**src/rtl/alu_issue_stage.sv**
```systemverilog
// ---------------------------------------------------------------------------
// alu_issue_stage
//
// ID->EX issue stage for the ALU. Each cycle it decodes the incoming
// instruction (opcode/funct) into a 3-bit ALU op, chooses operand B (rt or the
// extended immediate), and registers op/A/B into EX. The ID and EX sides both
// use valid/ready handshakes. A one-entry skid buffer lets the ID side keep
// sending while EX stalls, and a flush kills every entry held in the stage.
//
// Optional feature: define ALU_ISSUE_ITYPE_EN to decode the I-type ALU ops
// addi/andi/ori/slti. When it is not defined, those opcodes decode as illegal.
//
// Parameters
//   W      operand width (ALU datapath)
//   IMM_W  immediate field width, extended to W
//
// Ports
//   clk, rst_n           rising-edge clock, asynchronous active-low reset
//   id_valid / id_ready  ID-side handshake (id_ready is registered)
//   opcode, funct        instr[31:26], instr[5:0]
//   rs_val, rt_val       register operands A and B
//   imm                  instr[15:0]
//   flush                synchronous kill of held and incoming entries
//   ex_valid / ex_ready  EX-side handshake
//   ex_op, ex_a, ex_b    ALU op and operands
//   ex_branch            beq: EX tests the ALU zero flag
//   ex_illegal           unsupported encoding (op=000, a=b=0)
// ---------------------------------------------------------------------------
module alu_issue_stage #(
  parameter int W     = 32,
  parameter int IMM_W = 16
) (
  input  logic             clk,
  input  logic             rst_n,
  input  logic             id_valid,
  output logic             id_ready,
  input  logic [5:0]       opcode,
  input  logic [5:0]       funct,
  input  logic [W-1:0]     rs_val,
  input  logic [W-1:0]     rt_val,
  input  logic [IMM_W-1:0] imm,
  input  logic             flush,
  input  logic             ex_ready,
  output logic             ex_valid,
  output logic [2:0]       ex_op,
  output logic [W-1:0]     ex_a,
  output logic [W-1:0]     ex_b,
  output logic             ex_branch,
  output logic             ex_illegal
);

  typedef struct packed {
    logic [2:0]   op;
    logic [W-1:0] a;
    logic [W-1:0] b;
    logic         branch;
    logic         illegal;
  } entry_t;

  function automatic logic [W-1:0] sext_imm(input logic [IMM_W-1:0] v);
    return {{(W-IMM_W){v[IMM_W-1]}}, v};
  endfunction

  function automatic logic [W-1:0] zext_imm(input logic [IMM_W-1:0] v);
    return {{(W-IMM_W){1'b0}}, v};
  endfunction

  // Decode
  logic [2:0]   dec_op;
  logic         dec_use_imm;
  logic         dec_zext;
  logic         dec_branch;
  logic         dec_illegal;
  logic [W-1:0] imm_ext;
  entry_t       dec_entry;

  always_comb begin
    dec_op      = 3'b000;
    dec_use_imm = 1'b0;
    dec_zext    = 1'b0;
    dec_branch  = 1'b0;
    dec_illegal = 1'b0;
    case (opcode)
      6'h00: begin
        case (funct)
          6'h24:   dec_op = 3'b000;
          6'h25:   dec_op = 3'b001;
          6'h20:   dec_op = 3'b010;
          6'h22:   dec_op = 3'b110;
          6'h2A:   dec_op = 3'b111;
          default: dec_illegal = 1'b1;
        endcase
      end
      6'h04: begin
        dec_op     = 3'b110;
        dec_branch = 1'b1;
      end
      6'h23, 6'h2B: begin
        dec_op      = 3'b010;
        dec_use_imm = 1'b1;
      end
`ifdef ALU_ISSUE_ITYPE_EN
      6'h08: begin
        dec_op      = 3'b010;
        dec_use_imm = 1'b1;
      end
      6'h0C: begin
        dec_op      = 3'b000;
        dec_use_imm = 1'b1;
        dec_zext    = 1'b1;
      end
      6'h0D: begin
        dec_op      = 3'b001;
        dec_use_imm = 1'b1;
        dec_zext    = 1'b1;
      end
      6'h0A: begin
        dec_op      = 3'b111;
        dec_use_imm = 1'b1;
      end
`endif
      default: dec_illegal = 1'b1;
    endcase

    imm_ext = dec_zext ? zext_imm(imm) : sext_imm(imm);

    // Illegal entries still flow to EX so the trap logic there sees them,
    // but with a neutral op and zeroed operands.
    dec_entry.op      = dec_illegal ? 3'b000 : dec_op;
    dec_entry.a       = dec_illegal ? '0 : rs_val;
    dec_entry.b       = dec_illegal ? '0 : (dec_use_imm ? imm_ext : rt_val);
    dec_entry.branch  = dec_branch;
    dec_entry.illegal = dec_illegal;
  end

  // Output register (OUT) + skid register (SKID)
  entry_t out_q, out_d;
  entry_t skid_q, skid_d;
  logic   out_valid_q, out_valid_d;
  logic   skid_valid_q, skid_valid_d;
  logic   id_ready_q, id_ready_d;
  logic   accept;

  // id_ready_q is only high while SKID is empty, so an accepted entry always
  // has somewhere to go: OUT when it is free, SKID otherwise.
  assign accept = id_valid & id_ready_q & ~flush;

  always_comb begin
    out_d        = out_q;
    skid_d       = skid_q;
    out_valid_d  = out_valid_q;
    skid_valid_d = skid_valid_q;
    if (flush) begin
      out_valid_d  = 1'b0;
      skid_valid_d = 1'b0;
    end else if (!out_valid_q || ex_ready) begin
      // OUT is empty or drains this cycle. SKID, when full, is older than
      // any new entry. Accept cannot happen while SKID is full.
      if (skid_valid_q) begin
        out_d        = skid_q;
        out_valid_d  = 1'b1;
        skid_valid_d = 1'b0;
      end else if (accept) begin
        out_d       = dec_entry;
        out_valid_d = 1'b1;
      end else begin
        out_valid_d = 1'b0;
      end
    end else if (accept) begin
      skid_d       = dec_entry;
      skid_valid_d = 1'b1;
    end
    id_ready_d = ~skid_valid_d;
  end

  always_ff @(posedge clk or negedge rst_n) begin
    if (!rst_n) begin
      out_q        <= '0;
      skid_q       <= '0;
      out_valid_q  <= 1'b0;
      skid_valid_q <= 1'b0;
      id_ready_q   <= 1'b0;
    end else begin
      out_q        <= out_d;
      skid_q       <= skid_d;
      out_valid_q  <= out_valid_d;
      skid_valid_q <= skid_valid_d;
      id_ready_q   <= id_ready_d;
    end
  end

  assign id_ready   = id_ready_q;
  assign ex_valid   = out_valid_q;
  assign ex_op      = out_q.op;
  assign ex_a       = out_q.a;
  assign ex_b       = out_q.b;
  assign ex_branch  = out_q.branch;
  assign ex_illegal = out_q.illegal;

endmodule

```
**config.mk**
```make
export PLATFORM = sky130hd
export DESIGN_NAME = alu_issue_stage
export DESIGN_NICKNAME = d
export VERILOG_FILES = /design/src/rtl/alu_issue_stage.sv
export SDC_FILE = /design/constraint.sdc
export NUM_CORES = 1
export LEC_CHECK = 0
export CAP_MARGIN = 20
export CELL_PAD_IN_SITES_DETAIL_PLACEMENT = 1
export CELL_PAD_IN_SITES_GLOBAL_PLACEMENT = 1
export CORE_MARGIN = 2
export CORE_UTILIZATION = 28
export CTS_CLUSTER_SIZE = 40
export DETAILED_ROUTE_END_ITERATION = 8
export PLACE_DENSITY_LB_ADDON = 0.2
export SLEW_MARGIN = 10
export SYNTH_ARGS = -nofsm -noshare
export SYNTH_HDL_FRONTEND = slang
export SYNTH_SLANG_ARGS = --single-unit
```
**constraint.sdc**
```tcl
create_clock -name clk -period 2.35 [get_ports clk]
set_input_delay 0.5875 -clock clk [delete_from_list [all_inputs] [get_ports clk]]
set_output_delay 0.5875 -clock clk [all_outputs]
set_load 0.1 [all_outputs]
```
==> results summary <==
The count of different cell masters after synthesis came out at 41. For this run, the slowest stage of the critical path takes 0.46 ns. The via count normalized by instance count came out at approximately 5.3.

The number of flip-flops and latches in the synthesized netlist came out at roughly 140. The classification of the worst-slack hold path is input port to async pin. The synthesized netlist net count is 767. The cell leakage power came out at 4.10 nW. The switching portion of total power came out at 0.387. Setup violations remaining at the end of the flow were counted as 0. The average footprint of a synthesized cell is 9.64 um^2. The number of antenna violations at the first check in global routing came to 0. The share of total power dissipated in sequential elements is 0.338. The number of design-rule violations left by the first detailed-router iteration came out at ~300. The signal on the critical path passes through clkdlybuf4s50_1 -> buf_4 -> nand4b_1 -> a211oi_4 -> buf_6 -> buf_12 -> a32oi_1 -> a21oi_1.

The via count is between 6k and 7k. After the last flow step, the layout net total stands at 942. The critical path data arrival time came out at 2.59 ns. The data required time at the worst endpoint is roughly 2.7 ns. TritonCTS built the clock tree. Hold is met by ~0.11 ns.

The total DRC errors in the routed layout came out at 0. The antenna violation net count after detailed routing is 0. The share of the clock period used by the worst path came out at 0.954. The die outline height is 156 um. The area added between synthesis and finish is 44.8%.

The root buffer cell chosen for the clock tree is clkbuf_16. The global-route total usage across every layer is 0.184. The proportion of netlist area held by the largest area contributor is 0.546. The highest-delay cell along the critical path is clkdlybuf4s50_1. The final layout contains routed wiring with a total length of 22100 um. The largest total area in the synthesized netlist belongs to dfrtp_1.

The portion of total power attributed to combinational logic came out at 0.312. The part of the Yosys area used for sequential elements is 0.546. Dividing total power by cell area gives a power density of between 800 and 900 mW/mm^2.

The run finished with clean final reports. Sorting the synthesized cells by area gives the leading types as dfrtp_1 55%, a21oi_1 7.9%, nor2_1 6.0%. The highest clock rate came out at roughly 450 MHz. The level count of the clock H-tree came out at 4. Setup repair after global routing left no endpoint under its margin.

For the pin with the worst max-slew slack, the measured transition is ~0.55 ns. Clock tree synthesis inserted a total of 17 buffers. The maximum buffer depth of the clock tree is 2.

The number of inserted diodes came out at 0. From left edge to right edge, the die measures about 160 um. The main flop type after synthesis is dfrtp_1. The worst setup path is launched from an input port. After floorplanning, the core was divided into 55 placement rows. The worst pin sits at a relative slew slack of 0.629.

The detailed-routing iteration count for the pre-antenna-repair pass is 4. The internal power summed over all cells is a little over 0.005 W. The number of slew-limit violations in the final report came out at 0. The post-detailed-route wirelength per cell is ~19 um. By startpoint and endpoint, the worst setup path is classified as input port to flip-flop. The half-perimeter wire length after detailed placement came out at between 10000 and 15000 um.

The area of the core came out at about 0.023 mm^2. Of the total power, the clock network draws 0.350. The clock sink count came out at about 140. After technology mapping, the gate count stands at 670.

The number of I/O port buffers is approximately 170. The number of I/O pins is ~170. In this run, synthesis inferred 0 flip-flops with an integrated enable. The worst path needs 2.24 ns of the cycle, external delays included. In this run the worst path has a maximum fanout of 8.

The final count of hold timing violations is 0. The global-route wire length before repair is ~35000 um. The total global routing overflow came out at 0. The number of filler instances in the final layout came out at about 2.5k. The most frequent cell after synthesis is dfrtp_1. By count the netlist is led by 141 x dfrtp_1, 103 x nor2_1, 102 x a21oi_1, 51 x clkbuf_1, 40 x nand2_1.

The summed instance area of the synthesized netlist is 0.00646 mm^2. The peak ir drop on the vdd network came out at a little over 0.4 mV. STA classifies the critical path endpoint as a flip-flop. The initial utilization of the core area, before any placement, comes to 0.285.

The share of layout cells above drive strength 1 is 0.199. For this design the total switching power over the nets is approximately 0.0032 W. The Yosys step of the flow raised 0 warnings. The later-pin clock latency in the skew report came out at about 0.43 ns. The fraction of synthesis flops using an asynchronous set or reset pin came out at 1.00.

The via count of the first global-routing pass is 6460. The total buffers and inverters traversed by the critical path is 4. The die covers 0.0243 mm^2. The total negative setup slack is 0 ns. The final setup skew is about 0.010 ns.

The clock slew seen by the registers of the worst setup and hold paths came out at 0.06 ns. The max-cap violation count is 0. The cell family contributing the most delay on the critical path is buffers and inverters. Routability-driven placement finished with a final weighted congestion of a little under 0.8.

Entering global routing, the biggest net connects 52 pins.
==> registers in the layout (all words and copies together) (netlist names) <==
| signal | count |
|---|---|
| ex_valid | 1 |
| skid_valid_q | 1 |
| ex_a | 32 |
| ex_op | 3 |
| ex_illegal | 1 |
| skid_q | 69 |
| ex_b | 32 |
| ex_branch | 1 |
| id_ready | 1 |
==> per-stage QoR <==
step / utilization / cells / total power, W / worst slack, ns / instance area, um^2
3_3_place_gp: 0.378 / 1105 / 0.00545 / -0.454 / 8570
5_1_grt: 0.413 / 1143 / 0.00872 / 0.0424 / 9350
4_1_cts: 0.407 / 1137 / 0.00846 / 0.0139 / 9210
3_5_place_dp: 0.378 / 1105 / 0.00549 / -0.481 / 8570
6_report: 0.413 / 1143 / 0.00839 / 0.107 / 9350
2_1_floorplan: - / 670 / 0.00468 / 0.0233 / 6460
==> path summary, 6_finish.rpt <==
| path | end | depth (start not counted) | from | slack [ns] |
|---|---|---|---|---|
| min in group clk | skid_q[11] | 2 | skid_q[11] | 0.48 |
| min | ex_a[25] | 1 | rst_n | 0.11 |
| max | ex_a[11] | 8 | opcode[2] | 0.11 |
| max in group asynchronous | ex_op[1] | 2 | rst_n | 1.52 |
| max reg2reg | ex_b[2] | 5 | skid_valid_q | 0.51 |
| min reg2reg | skid_q[11] | 2 | skid_q[11] | 0.48 |
==> final cells by class <==
class	instances	area, um^2	area share
sequential	141	3530	0.378
multi-input combinational	459	2670	0.286
timing repair buffer	224	2150	0.230
clock buffer	20	457	0.0489
tap	285	357	0.0381
clock inverter	12	181	0.0194
inverter	2	7.51	0.000803
==> power by group through the flow <==
stage	Clock [W]	Sequential, W	Combinational (W)
after global routing	0.00311	0.00287	0.00274
after global placement	0	0.00287	0.00258
after floorplan	0	0.00431	0.000374
after CTS	0.00300	0.00284	0.00262
after detailed placement	0	0.00288	0.00262
final	0.00293	0.00283	0.00262
==> repair_timing <==
action | 4_1_cts | 5_1_grt
gates cloned | 0 | 4
setup buffers | 0 | 2
endpoints found under the setup margin | 43 | 79
pin swaps | 0 | 11
resized for setup | 1 | 11
hold buffers | 0 | 0
==> per-layer routing <==
metal | share of wire | GRT usage
met1 | 0.45 | 0.240
met2 | 0.48 | 0.304
met3 | 0.047 | 0.0381
met4 | 0.019 | 0.0655
met5 | 0 | 0
==> worst register-to-register path: stages (launching register included) <==
cell and delay, ns:
dfrtp_2 0.62, a21oi_1 0.17, or3_1 0.40, buf_4 0.25, a21oi_1 0.19, a21oi_1 0.09
==> kinds of logic after synthesis <==
logic type             after synthesis  synth area share
buffers and inverters               70            0.0463
AO/OA/AOI/OAI                      276             0.282
flip-flops                         141             0.546
multiplexers                         2           0.00310
AND/OR/NAND/NOR                    181             0.123
==> cells in the final DEF (no fill, tap or decap), types with 2 or more instances in the layout <==
| cell | n |
|---|---|
| clkinvlp_4 | 4 |
| or3_1 | 2 |
| bufinv_16 | 4 |
| dfrtp_1 | 140 |
| buf_4 | 108 |
| a21oi_1 | 100 |
| clkdlybuf4s50_1 | 92 |
| o21ai_0 | 34 |
| a21boi_0 | 32 |
| nor2_1 | 102 |
| a32oi_1 | 32 |
| clkbuf_8 | 2 |
| clkbuf_16 | 20 |
| dlymetal6s2s_1 | 3 |
| nand4b_1 | 2 |
| a21oi_2 | 2 |
| buf_6 | 6 |
| inv_6 | 3 |
| nor4bb_1 | 2 |
| nand2b_1 | 2 |
| a22o_1 | 32 |
| o211ai_1 | 33 |
| and3_1 | 17 |
| inv_1 | 2 |
| nand2_1 | 40 |
| buf_12 | 11 |
| nor2b_1 | 2 |
| mux2i_1 | 2 |
(Power assumes the default switching activity.)
